`src/rtl/lsu_pkg.sv`:
```
// Shared definitions for the load/store unit.
//  - ReqCtrl encodings for byte/halfword/word accesses (signed and unsigned)
//  - FSM state enum
//  - helpers: bytes per access and legality of a ReqCtrl code
package lsu_pkg;

  localparam logic [2:0] CTRL_B  = 3'b000;
  localparam logic [2:0] CTRL_H  = 3'b001;
  localparam logic [2:0] CTRL_W  = 3'b010;
  localparam logic [2:0] CTRL_BU = 3'b100;
  localparam logic [2:0] CTRL_HU = 3'b101;

  typedef enum logic [1:0] {IDLE, ACCESS, DRAIN, RESP} state_t;

  // Number of RAM bytes touched by one request; 0 for illegal codes.
  function automatic logic [2:0] ctrl_bytes(input logic [2:0] c);
    case (c)
      CTRL_B, CTRL_BU: ctrl_bytes = 3'd1;
      CTRL_H, CTRL_HU: ctrl_bytes = 3'd2;
      CTRL_W:          ctrl_bytes = 3'd4;
      default:         ctrl_bytes = 3'd0;
    endcase
  endfunction

  function automatic logic ctrl_legal(input logic [2:0] c);
    ctrl_legal = (ctrl_bytes(c) != 3'd0);
  endfunction

endpackage

```
`src/rtl/lsu_extend.sv`:
```
// Sign/zero extension of the assembled load value.
//  ctrl : latched ReqCtrl
//  val  : assembled bytes, right-aligned (last byte read in [7:0])
//  ext  : extended 32-bit load result
module lsu_extend
  import lsu_pkg::*;
(
  input  logic [2:0]  ctrl,
  input  logic [31:0] val,
  output logic [31:0] ext
);

  always_comb begin
    ext = val;
    case (ctrl)
      CTRL_B:  ext = {{24{val[7]}}, val[7:0]};
      CTRL_H:  ext = {{16{val[15]}}, val[15:0]};
      CTRL_BU: ext = {24'd0, val[7:0]};
      CTRL_HU: ext = {16'd0, val[15:0]};
      default: ext = val;
    endcase
  end

endmodule

```
`src/rtl/load_store_unit.sv`:
```
// Byte-serial load/store sequencer between the memory stage and a byte-wide
// synchronous RAM. Big-endian: the lowest address holds the MSB.
//  clk, rst_n             : clock, synchronous active-low reset
//  ReqValid/ReqReady      : request handshake (ReqReady only in IDLE)
//  ReqAddr/ReqWr/ReqCtrl/ReqWrData : request fields, latched on acceptance
//  RspValid/RspReady      : response handshake, response held until taken
//  RspData/RspErr         : extended load data / error flag
//  MemAddr/MemWr/MemWrData/MemRdData : byte RAM port (1-cycle read latency)
module load_store_unit
  import lsu_pkg::*;
#(
  parameter int DEPTH  = 64,
  parameter int ADDR_W = $clog2(DEPTH)
) (
  input  logic              clk,
  input  logic              rst_n,
  input  logic              ReqValid,
  output logic              ReqReady,
  input  logic [31:0]       ReqAddr,
  input  logic              ReqWr,
  input  logic [2:0]        ReqCtrl,
  input  logic [31:0]       ReqWrData,
  output logic              RspValid,
  input  logic              RspReady,
  output logic [31:0]       RspData,
  output logic              RspErr,
  output logic [ADDR_W-1:0] MemAddr,
  output logic              MemWr,
  output logic [7:0]        MemWrData,
  input  logic [7:0]        MemRdData
);

  state_t state, state_nx;

  logic [ADDR_W-1:0] base;
  logic [2:0]        ctrl;
  logic              wr;
  logic [31:0]       wdata;
  logic [1:0]        cnt;
  logic [31:0]       shreg;
  logic              err;

  // Request legality, checked on the live inputs in IDLE. The end address is
  // computed at 33 bits so a wrap past 0xFFFFFFFF is caught as out of range.
  logic [2:0]  req_n;
  logic [32:0] req_end;
  logic        req_bad;

  assign req_n   = ctrl_bytes(ReqCtrl);
  assign req_end = {1'b0, ReqAddr} + {30'd0, req_n} - 33'd1;
  assign req_bad = !ctrl_legal(ReqCtrl) || (ReqWr && ReqCtrl[2]) ||
                   (req_end > 33'(DEPTH - 1));

  logic [2:0] n_m1;
  logic       last;
  assign n_m1 = ctrl_bytes(ctrl) - 3'd1;
  assign last = (cnt == n_m1[1:0]);

  always_ff @(posedge clk) begin
    if (!rst_n) state <= IDLE;
    else        state <= state_nx;
  end

  always_comb begin
    state_nx = state;
    case (state)
      IDLE:    if (ReqValid) state_nx = req_bad ? RESP : ACCESS;
      ACCESS:  if (last)     state_nx = wr ? RESP : DRAIN;
      DRAIN:                 state_nx = RESP;
      RESP:    if (RspReady) state_nx = IDLE;
      default:               state_nx = IDLE;
    endcase
  end

  // Read data lags the address by one cycle, so the byte for index k arrives
  // during index k+1 (or DRAIN for the last byte).
  always_ff @(posedge clk) begin
    if (!rst_n) begin
      base  <= '0;
      ctrl  <= '0;
      wr    <= 1'b0;
      wdata <= '0;
      cnt   <= '0;
      shreg <= '0;
      err   <= 1'b0;
    end else begin
      case (state)
        IDLE: if (ReqValid) begin
          base  <= ReqAddr[ADDR_W-1:0];
          ctrl  <= ReqCtrl;
          wr    <= ReqWr;
          wdata <= ReqWrData;
          cnt   <= '0;
          shreg <= '0;
          err   <= req_bad;
        end
        ACCESS: begin
          cnt <= cnt + 2'd1;
          if (!wr && cnt != 2'd0) shreg <= {shreg[23:0], MemRdData};
        end
        DRAIN: shreg <= {shreg[23:0], MemRdData};
        default: ;
      endcase
    end
  end

  logic [31:0] ext;
  lsu_extend u_ext (.ctrl(ctrl), .val(shreg), .ext(ext));

  // Store byte k is the k-th most significant of the N used bytes.
  logic [1:0]  wsel;
  logic [31:0] wsh;
  assign wsel = n_m1[1:0] - cnt;
  assign wsh  = wdata >> {wsel, 3'b000};

  // Outputs are gated by rst_n so they sit at reset values for the whole
  // reset window; in particular a store in flight stops writing immediately.
  logic in_access, in_resp;
  assign in_access = rst_n && (state == ACCESS);
  assign in_resp   = rst_n && (state == RESP);

  assign ReqReady  = !rst_n || (state == IDLE);
  assign MemAddr   = in_access ? base + ADDR_W'(cnt) : '0;
  assign MemWr     = in_access && wr;
  assign MemWrData = (in_access && wr) ? wsh[7:0] : 8'd0;
  assign RspValid  = in_resp;
  assign RspErr    = in_resp && err;
  assign RspData   = (in_resp && !err && !wr) ? ext : 32'd0;

endmodule
```
`config.mk`:
```
export PLATFORM = sky130hd
export DESIGN_NAME = load_store_unit
export DESIGN_NICKNAME = d
export VERILOG_FILES = /design/src/rtl/lsu_pkg.sv /design/src/rtl/lsu_extend.sv /design/src/rtl/load_store_unit.sv
export SDC_FILE = /design/constraint.sdc
export NUM_CORES = 1
export LEC_CHECK = 0
export ABC_CLOCK_PERIOD_IN_PS = 4100
export CORE_AREA = 2 2 110 112
export DETAILED_ROUTE_END_ITERATION = 16
export DIE_AREA = 0 0 112 114
export PLACE_DENSITY = 0.86
export SYNTH_ARGS = -nofsm -noshare
export SYNTH_HDL_FRONTEND = slang
export SYNTH_SLANG_ARGS = --single-unit
```
`constraint.sdc`:
```
create_clock -name clk -period 4.1 [get_ports clk]
set_input_delay 1.025 -clock clk [delete_from_list [all_inputs] [get_ports clk]]
set_output_delay 1.025 -clock clk [all_outputs]
set_load 0.02 [all_outputs]
```
# Yosys cells after proc, flatten, opt, wreduce, memory -nomap -nowiden
# Index checks and enable logic that the tools add are counted.
[classes]
n_eq_ne = 16
addsub = 6
n_shift = 1
n_reduce_logical = 30
muxes = 17
n_lt_le_gt_ge = 1
[ops]
columns = ["operator", "count"]
rows = [
  ["one-hot mux 32 bit (4 select lines)", 1],
  ["two-way mux 32 bit", 3],
  ["one-hot mux 32 bit (3 select lines)", 1],
  ["adder 32 x 3 -> 33 bit", 1],
  ["> comparator 33 x 6 -> 1 bit (second input constant)", 1],
  ["subtractor 33 x 1 -> 33 bit (second input constant)", 1],
  [">> shifter 32 x 5 -> 8 bit", 1],
  ["== test 3 bit (second input constant)", 4],
  ["two-way mux 2 bit", 5],
  ["one-hot mux 3 bit (3 select lines)", 1],
  ["logical AND 1 bit", 8],
  ["two-way mux 8 bit", 1],
  ["!= test 2 bit (second input constant)", 4],
  ["one-hot mux 2 bit (4 select lines)", 1],
  ["OR reduction 2 bit", 4],
  ["adder 6 x 2 -> 6 bit", 1],
  ["== test 3 x 1 -> 1 bit (second input constant)", 2],
  ["== test 3 x 2 -> 1 bit (second input constant)", 2],
  ["logical NOT 3 bit", 2],
  ["two-way mux 6 bit", 1],
  ["one-hot mux 2 bit (3 select lines)", 1],
  ["AND reduction 3 bit", 2],
  ["nonzero test 3 bit", 2],
  ["== test 2 bit (second input constant)", 2],
  ["12 further kinds", 19],
]
[word_totals]
in_bits = 80
elab_cells = 79
output_inout_bits = 50
register_bits = 79

# Depth between registers and ports, before layout
# Gate-level depths: netlist of the first run.
[depth]
depth_word = 10
mapped_depth = 15
mapped_depth_nobuf = 15

# By module
# A second synthesis of the first run with hierarchy kept.
[unflattened]
hier_cells = 849
hier_area_um2 = 6115.9
[by_module_without_submodules]
columns = ["module", "cells_per_inst", "area_each_um2", "n_inst", "seq_area_each_um2"]
rows = [
  ["load_store_unit", 782, 5760.5, 1, 1581.5],
  ["lsu_extend", 67, 355.3, 1, 0.0],
]

# Worst setup path after synthesis of the first run
# OpenSTA, ideal clock, no wires.
[synth_path]
path_type = "in2reg"
from = "input ReqCtrl[1]"
to = "register err"
setup_time_ns = 0.132
t_required_ns = 3.968
arrival_time_ns = 3.699
n_path_buf = 0
path_slack_ns = 0.269
stages = 15
path_cell_list = "nand2b_1 > ha_1 > inv_1 > ha_1 > fa_1 > a211oi_1 > o211ai_1 > a41oi_1 > a21oi_1 > nor2_1 > o21ai_1 > xnor2_1 > nand2b_2 > nor4_2 > a21oi_1"
[synth_between]
elab_chain_len = 7
word_cells_on_any_way = 15
cone_classes = "add/sub (2); order compare (1); eq/ne (4); mux (1); reduce/logical (7)"
[synth_lines]
columns = ["item", "line_no", "rtl"]
rows = [
  ["start, declared", "load_store_unit.sv:21", "input logic [2:0] ReqCtrl,"],
  ["== test 3 x 1 -> 1 bit, or another cell as far along", "lsu_pkg.sv:17", "case (c)"],
  ["OR reduction 2 bit", "lsu_pkg.sv:17", ""],
  ["one-hot mux 3 bit (3 select lines) (*)", "lsu_pkg.sv:17", ""],
  ["adder 32 x 3 -> 33 bit / nonzero test 3 bit (equally long branches)", "load_store_unit.sv:50, lsu_pkg.sv:26", ""],
  ["subtractor 33 x 1 -> 33 bit / logical NOT 1 bit (equally long branches)", "load_store_unit.sv:50, load_store_unit.sv:51", ""],
  ["> comparator 33 x 6 -> 1 bit / logical OR 1 bit (equally long branches)", "load_store_unit.sv:52, load_store_unit.sv:51", ""],
  ["logical OR 1 bit (*)", "load_store_unit.sv:51", "assign req_bad = !ctrl_legal(ReqCtrl) || (ReqWr && ReqCtrl[2]) ||"],
  ["end signal, assigned", "load_store_unit.sv:95", "err <= req_bad;"],
  ["end, declared", "load_store_unit.sv:41", "logic err;"],
]
# Every way passes the cells marked *; elsewhere a longest branch is shown, timed or not.
# A chain may end at the register's enable or synchronous reset.

# Final worst setup path of the first run
[layout_path]
from = "input ReqCtrl[0]"
to = "register err"
# The elaborated chain is that of the path after synthesis.

==> results of run 1 <==
-- metrics by stage --
step	TNS, ns	setup WS [ns]	power (mW)
4_1_cts	0	0.0003983	3.158
3_5_place_dp	-1.227	-0.6196	2.273
3_3_place_gp	-0.9736	-0.4902	2.253
5_1_grt	-0.06294	-0.04484	3.386
2_1_floorplan	0	0.2690	1.886
6_report	0	0.1179	3.181
-- logic make-up after synthesis --
group,after synthesis
compound gates,230
buf+inv,113
xor+xnor,22
fa+ha+maj,44
flops,79
simple gates,301
mux,12
-- synthesized netlist by cell type, drive strengths merged, types with 9 or more instances --
cell type,n,area (um2)
a21boi,76,570.6
a21oi,69,356.6
and2,18,112.6
clkbuf,40,150.1
dfxtp,79,1582
ha,42,525.5
inv,67,251.5
nand2,154,578.1
nand3,46,230.2
nor2,37,138.9
o21a,9,67.56
o21ai,35,190.2
xnor2,14,122.6
-- placed cells by master, fill, tap and decap left out, drive strengths merged, types with 3 or more instances in the layout --
master / n
a21boi: 76
clkdlybuf4s50: 122
o211ai: 6
inv: 67
a21oi: 69
nand3: 46
o21ai: 35
nand2: 154
nor4: 5
nor2: 37
buf: 47
o21a: 9
xor2: 8
mux4: 8
nand2b: 8
nand4: 6
ha: 42
a31oi: 3
nor2b: 5
mux2i: 4
and2: 18
dfxtp: 79
o21bai: 4
nor3: 3
a211oi: 7
nand3b: 3
clkbuf: 13
xnor2: 14
o22ai: 5
and3: 7
-- path summary, 6_finish.rpt --
kind / start / to / depth (start not counted)
min: wdata[0] / wdata[0] / 2
max reg2reg: state[0] / shreg[23] / 7
max: ReqCtrl[0] / err / 19
min reg2reg: wdata[0] / wdata[0] / 2
-- layout make-up --
type / count / area, um2 / area share
Timing Repair Buffer: 174 / 1620 / 0.2030
Clock buffer: 11 / 252.7 / 0.03166
Sequential cell: 79 / 1582 / 0.1981
Inverter: 67 / 251.5 / 0.03150
Tap cell: 147 / 183.9 / 0.02304
Clock inverter: 5 / 80.08 / 0.01003
Multi-Input combinational cell: 609 / 4013 / 0.5027
-- worst max-delay path, stage by stage --
cell and delay, ns:
clkbuf_2 0.14, or2_2 0.31, ha_1 0.19, inv_2 0.07, ha_4 0.14, fa_2 0.20, a211oi_2 0.06, buf_4 0.14
o21ai_4 0.14, nand4b_1 0.17, a211oi_4 0.37, buf_4 0.18, buf_4 0.11, a2bb2oi_4 0.15, o22ai_1 0.09, nor2_1 0.14
o2111ai_2 0.16, nor4_4 0.31, a21oi_1 0.10
-- flip-flops by register name (all words and copies together) (netlist names) --
register  count
base          6
cnt           2
ctrl          3
err           1
shreg        32
state         2
wdata        32
wr            1
-- power groups by stage --
stage | Sequential, mW | Clock [mW] | Combinational (mW)
after global routing | 0.979 | 0.922 | 1.48
after CTS | 0.962 | 0.877 | 1.32
after global placement | 0.969 | 0 | 1.28
after detailed placement | 0.976 | 0 | 1.30
after floorplan | 0.953 | 0 | 0.933
final | 0.964 | 0.872 | 1.34
-- per-layer routing --
metal,global-route usage,share of wire,vias to the layer above
met5,0,0,-
met4,0.06423,0.018,0
met3,0.04198,0.053,24
met2,0.4238,0.48,197
met1,0.3266,0.45,2760
li1,-,-,3037
-- timing repair --
item,4_1_cts,5_1_grt
buffers inserted,1,5
resized for setup,8,28
endpoints found under the setup margin,2,8
pin swaps,5,22
==> impl_metrics.py, run 1 <==
metrics = {
    "status": {
        "status": "complete, no violations",
    },
    "placement": {
        "io_buffers": 129,
        "placement.cell_area_um2": 7501,
        "routabilityCongestion": 0.9508,
        "dp_hpwl_um": 11510,
        "placed_cells_incl_taps": 1070,
    },
    "clock_network": {
        "root_buffer": "clkbuf_16",
        "cts_buffer_depth": 2,
        "clk_latency_ns": 0.34,
        "path_clk_slew_ns": 0.06,
        "htree_levels": 3,
        "hold_buffers": 0,
        "cts_tree": "done",
        "cts.sinks": 79,
        "numCtsBuffers": 9,
    },
    "synth": {
        "netlist-cell-type-count": 65,
        "syn-num-nets": 925,
        "synth_compound_area_frac": 0.2620,
        "yosysWarningCount": 0,
        "seq_area_frac_synth": 0.2671,
        "synthArstFlopShare": 0,
        "syn_area_um2": 5922,
        "synth_edf_count": 0,
        "synth_seq_cells": 79,
        "synth-simple-area-share": 0.2322,
        "synth-xor-area-share": 0.03254,
        "synth-adder-area-share": 0.09550,
        "synthMuxAreaShare": 0.03719,
        "synth_ff_type": "dfxtp_1",
        "syn_inst": 801,
        "synth_top_family_by_area": "compound AO/OA/AOI/OAI gates",
        "avgSynthCellArea_um2": 7.393,
    },
    "pwr": {
        "swShare": 0.3840,
        "p_seq_frac": 0.303,
        "combPwrFrac": 0.423,
        "p_int_mw": 1.960,
        "pwr-share-clk": 0.274,
        "p_per_area_nw_per_um2": 398.6,
        "p_leak_nw": 3.119,
        "ir_drop_v": 0.0004114,
        "p_switching_mw": 1.222,
    },
    "grt": {
        "grt_pass1_wl_um": 26490,
        "grt_overflow": 0,
        "grt_start_max_net_pins": 52,
        "antenna_found_initial": 0,
        "grt_usage": 0.2475,
        "grt_pass1_vias": 5706,
    },
    "drt": {
        "drc": 0,
        "wl_um": 15830,
        "wire_per_inst_um": 14.50,
        "vias": 6018,
        "vias_per_cell": 5.511,
        "firstDrtPassIters": 5,
        "final_antenna_net_count": 0,
        "drt-initial-drc-count": 339,
    },
    "die": {
        "die_area_um2": 12770,
        "die_x_um": 112,
        "die_h_um": 114,
        "core-area_um2": 11710,
        "initial_core_util": 0.5057,
        "rows": 40,
        "ios": 130,
    },
    "timing": {
        "setup_viol": 0,
        "worstMarginPinSlew_ns": 1.070,
        "fin_crit_sh": 0.9712,
        "rsz0062_at_grt": "yes",
        "fin_crit_ns": 3.982,
        "achievable-frequency_ghz": 0.2511,
        "hold_viol_final": 0,
        "clock_skew_ns": 0.004955,
        "slew_violations": 0,
        "slew_headroom": 0.2864,
        "hold_slack_ns": 0.4568,
    },
    "cells_and_area": {
        "n_antenna_cell": 0,
        "utilization": 0.6816,
        "finalNetCount": 1064,
        "syn2layout_area_growth_pct": 34.80,
        "final_area_um2": 7983,
        "drive_gt1_frac": 0.1101,
        "fillers": 975,
        "final_cells": 1092,
    },
    "critical_path": {
        "path_class": "in2reg",
        "crit_fanout": 4,
        "cp-start-kind": "primary input",
        "regToRegSetupSlack_ns": 1.70,
        "crit_arrival_ns": 4.20,
        "critPathCaptureType": "flip-flop",
        "required_ns": 4.32,
    },
    "worst_hold_path": {
        "hold_path_class": "reg2reg",
    },
    "flow_run": {
        "drv_cap": 0,
    },
}
Note: power is estimated with default switching activity, not from simulation.
==> inputs of run 2 (changes only) <==
--- a/config.mk
+++ b/config.mk
@@ -6,10 +6,11 @@
 export NUM_CORES = 1
 export LEC_CHECK = 0
 export ABC_CLOCK_PERIOD_IN_PS = 4100
-export CORE_AREA = 2 2 110 112
+export CORE_AREA = 2 2 103 105
 export DETAILED_ROUTE_END_ITERATION = 16
-export DIE_AREA = 0 0 112 114
-export PLACE_DENSITY = 0.86
+export DIE_AREA = 0 0 105 107
+export DONT_BUFFER_PORTS = 1
+export PLACE_DENSITY = 0.79
 export SYNTH_ARGS = -nofsm -noshare
 export SYNTH_HDL_FRONTEND = slang
 export SYNTH_SLANG_ARGS = --single-unit
==> run 2 against run 1 <==
Worst hold slack improved by 0.0074 ns; critical endpoint is now state[1]; via count fell by 9.6%; critical path depth fell by 3; first-iteration DRC count rose by 14%; setup slack improved by 0.17 ns; power fell by 13%; design area fell by 21%.
==> impl_metrics.py, run 2 (synthesis results as in run 1) <==
metrics = {
    "critical_path": {
        "required_ns": 4.34,
        "crit_arrival_ns": 4.05,
        "crit_fanout": 6,
        "regToRegSetupSlack_ns": 1.49,
        "critPathCaptureType": "flip-flop",
        "cp-start-kind": "primary input",
        "path_class": "in2reg",
    },
    "drt": {
        "wire_per_inst_um": 15.75,
        "drt-initial-drc-count": 388,
        "vias": 5443,
        "wl_um": 14650,
        "vias_per_cell": 5.853,
        "final_antenna_net_count": 0,
        "drc": 0,
        "firstDrtPassIters": 7,
    },
    "die": {
        "die_x_um": 105,
        "die_area_um2": 11240,
        "core-area_um2": 10090,
        "die_h_um": 107,
        "rows": 37,
        "ios": 130,
        "initial_core_util": 0.5868,
    },
    "cells_and_area": {
        "top_regs": "shreg (32), wdata (32), base (6)",
        "syn2layout_area_growth_pct": 7.015,
        "fillers": 940,
        "drive_gt1_frac": 0.08186,
        "final_cell_mix": "nand2_1, dfxtp_1, a21boi_0, inv_1, a21oi_1",
        "n_antenna_cell": 0,
        "mostFrequentLayoutCell": "nand2_1",
        "utilization": 0.6279,
        "multiInputGateArea_um2": 3928,
        "sequential_cell_area_um2": 1582,
        "finalNetCount": 915,
    },
    "clock_network": {
        "path_clk_slew_ns": 0.07,
        "root_buffer": "clkbuf_8",
        "post_cts_resized": 0,
        "htree_levels": 3,
        "cts.sinks": 79,
        "clk_latency_ns": 0.35,
        "hold_buffers": 0,
        "numCtsBuffers": 9,
        "cts_buffer_depth": 2,
        "post_cts_buffers": 0,
        "cts_tree": "done",
    },
    "grt": {
        "antenna_found_initial": 0,
        "grt_start_max_net_pins": 89,
        "grt_usage": 0.2576,
        "grt_pass1_vias": 5184,
        "grt_pass1_wl_um": 23940,
        "grt_overflow": 0,
    },
    "timing": {
        "worstMarginPinSlew_ns": 1.149,
        "fin_crit_sh": 0.9299,
        "fin_setup_tns_ns": 0,
        "clock_skew_ns": 0.007292,
        "fin_crit_ns": 3.812,
        "achievable-frequency_ghz": 0.2623,
        "setup_viol": 0,
        "slew_violations": 0,
        "rsz0062_at_grt": "no",
        "hold_slack_ns": 0.4642,
        "hold_viol_final": 0,
        "slew_headroom": 0.2341,
    },
    "pwr": {
        "ir_drop_v": 0.0002162,
        "p_int_mw": 1.634,
        "totalPowerFinal_mw": 2.757,
        "p_switching_mw": 1.123,
        "pwr-share-clk": 0.230,
        "combPwrFrac": 0.420,
        "swShare": 0.4073,
        "p_per_area_nw_per_um2": 435.0,
        "p_seq_frac": 0.350,
        "p_leak_nw": 2.463,
    },
    "placement": {
        "routabilityCongestion": 0.9754,
        "io_buffers": 0,
        "dp_hpwl_um": 11160,
    },
    "status": {
        "status": "complete, no violations",
    },
    "flow_run": {
        "drv_cap": 0,
    },
    "worst_hold_path": {
        "hold_path_class": "reg2reg",
    },
}
[run 2: through the flow]
step,std cells,cell area [um2],setup WS (ns)
finish,930,6337,0.2875
global route,930,6337,0.01470
CTS,930,6315,0.2513
detailed placement,916,6096,-0.1296
global placement,916,6096,0.01611
floorplan,801,5922,0.2690
[run 2: layer usage]
layer  wire, um  global-route usage
met1       6342              0.3245
met2       7099              0.4406
met3        871             0.04195
met4        336              0.1019
met5          0                   0
[run 2: area by class of cell]
type / instances / area share
inverter: 67 / 0.03968
sequential: 79 / 0.2496
clock inverter: 3 / 0.01066
clock buffer: 11 / 0.02389
timing repair buffer: 25 / 0.02961
tap: 136 / 0.02685
multi-input combinational: 609 / 0.6197
[run 2: worst max-delay path: stages]
cell	delay [ns]
nand2b_1	0.13
ha_1	0.27
inv_1	0.04
ha_1	0.21
fa_1	0.36
a211oi_1	0.27
buf_4	0.17
o211ai_1	0.11
nand2_1	0.12
mux2i_1	0.08
nor4b_1	0.30
nand4_1	0.15
nor4_2	0.25
nand4_1	0.20
nor4_4	0.27
o31ai_1	0.10
[run 2: path summary, 6_finish.rpt]
check	startpoint	endpoint	cells after the start
setup / recovery	ReqCtrl[1]	state[1]	16
hold / removal	shreg[27]	shreg[27]	2
setup reg to reg	state[1]	shreg[4]	7
hold reg to reg	shreg[27]	shreg[27]	2
[run 2: power groups by stage]
stage	combinational, mW	sequential, mW	clock (mW)
global placement	1.11	0.974	0
floorplan	0.933	0.953	0
detailed placement	1.14	0.981	0
global route	1.28	0.979	0.677
CTS	1.15	0.963	0.648
finish	1.16	0.965	0.634
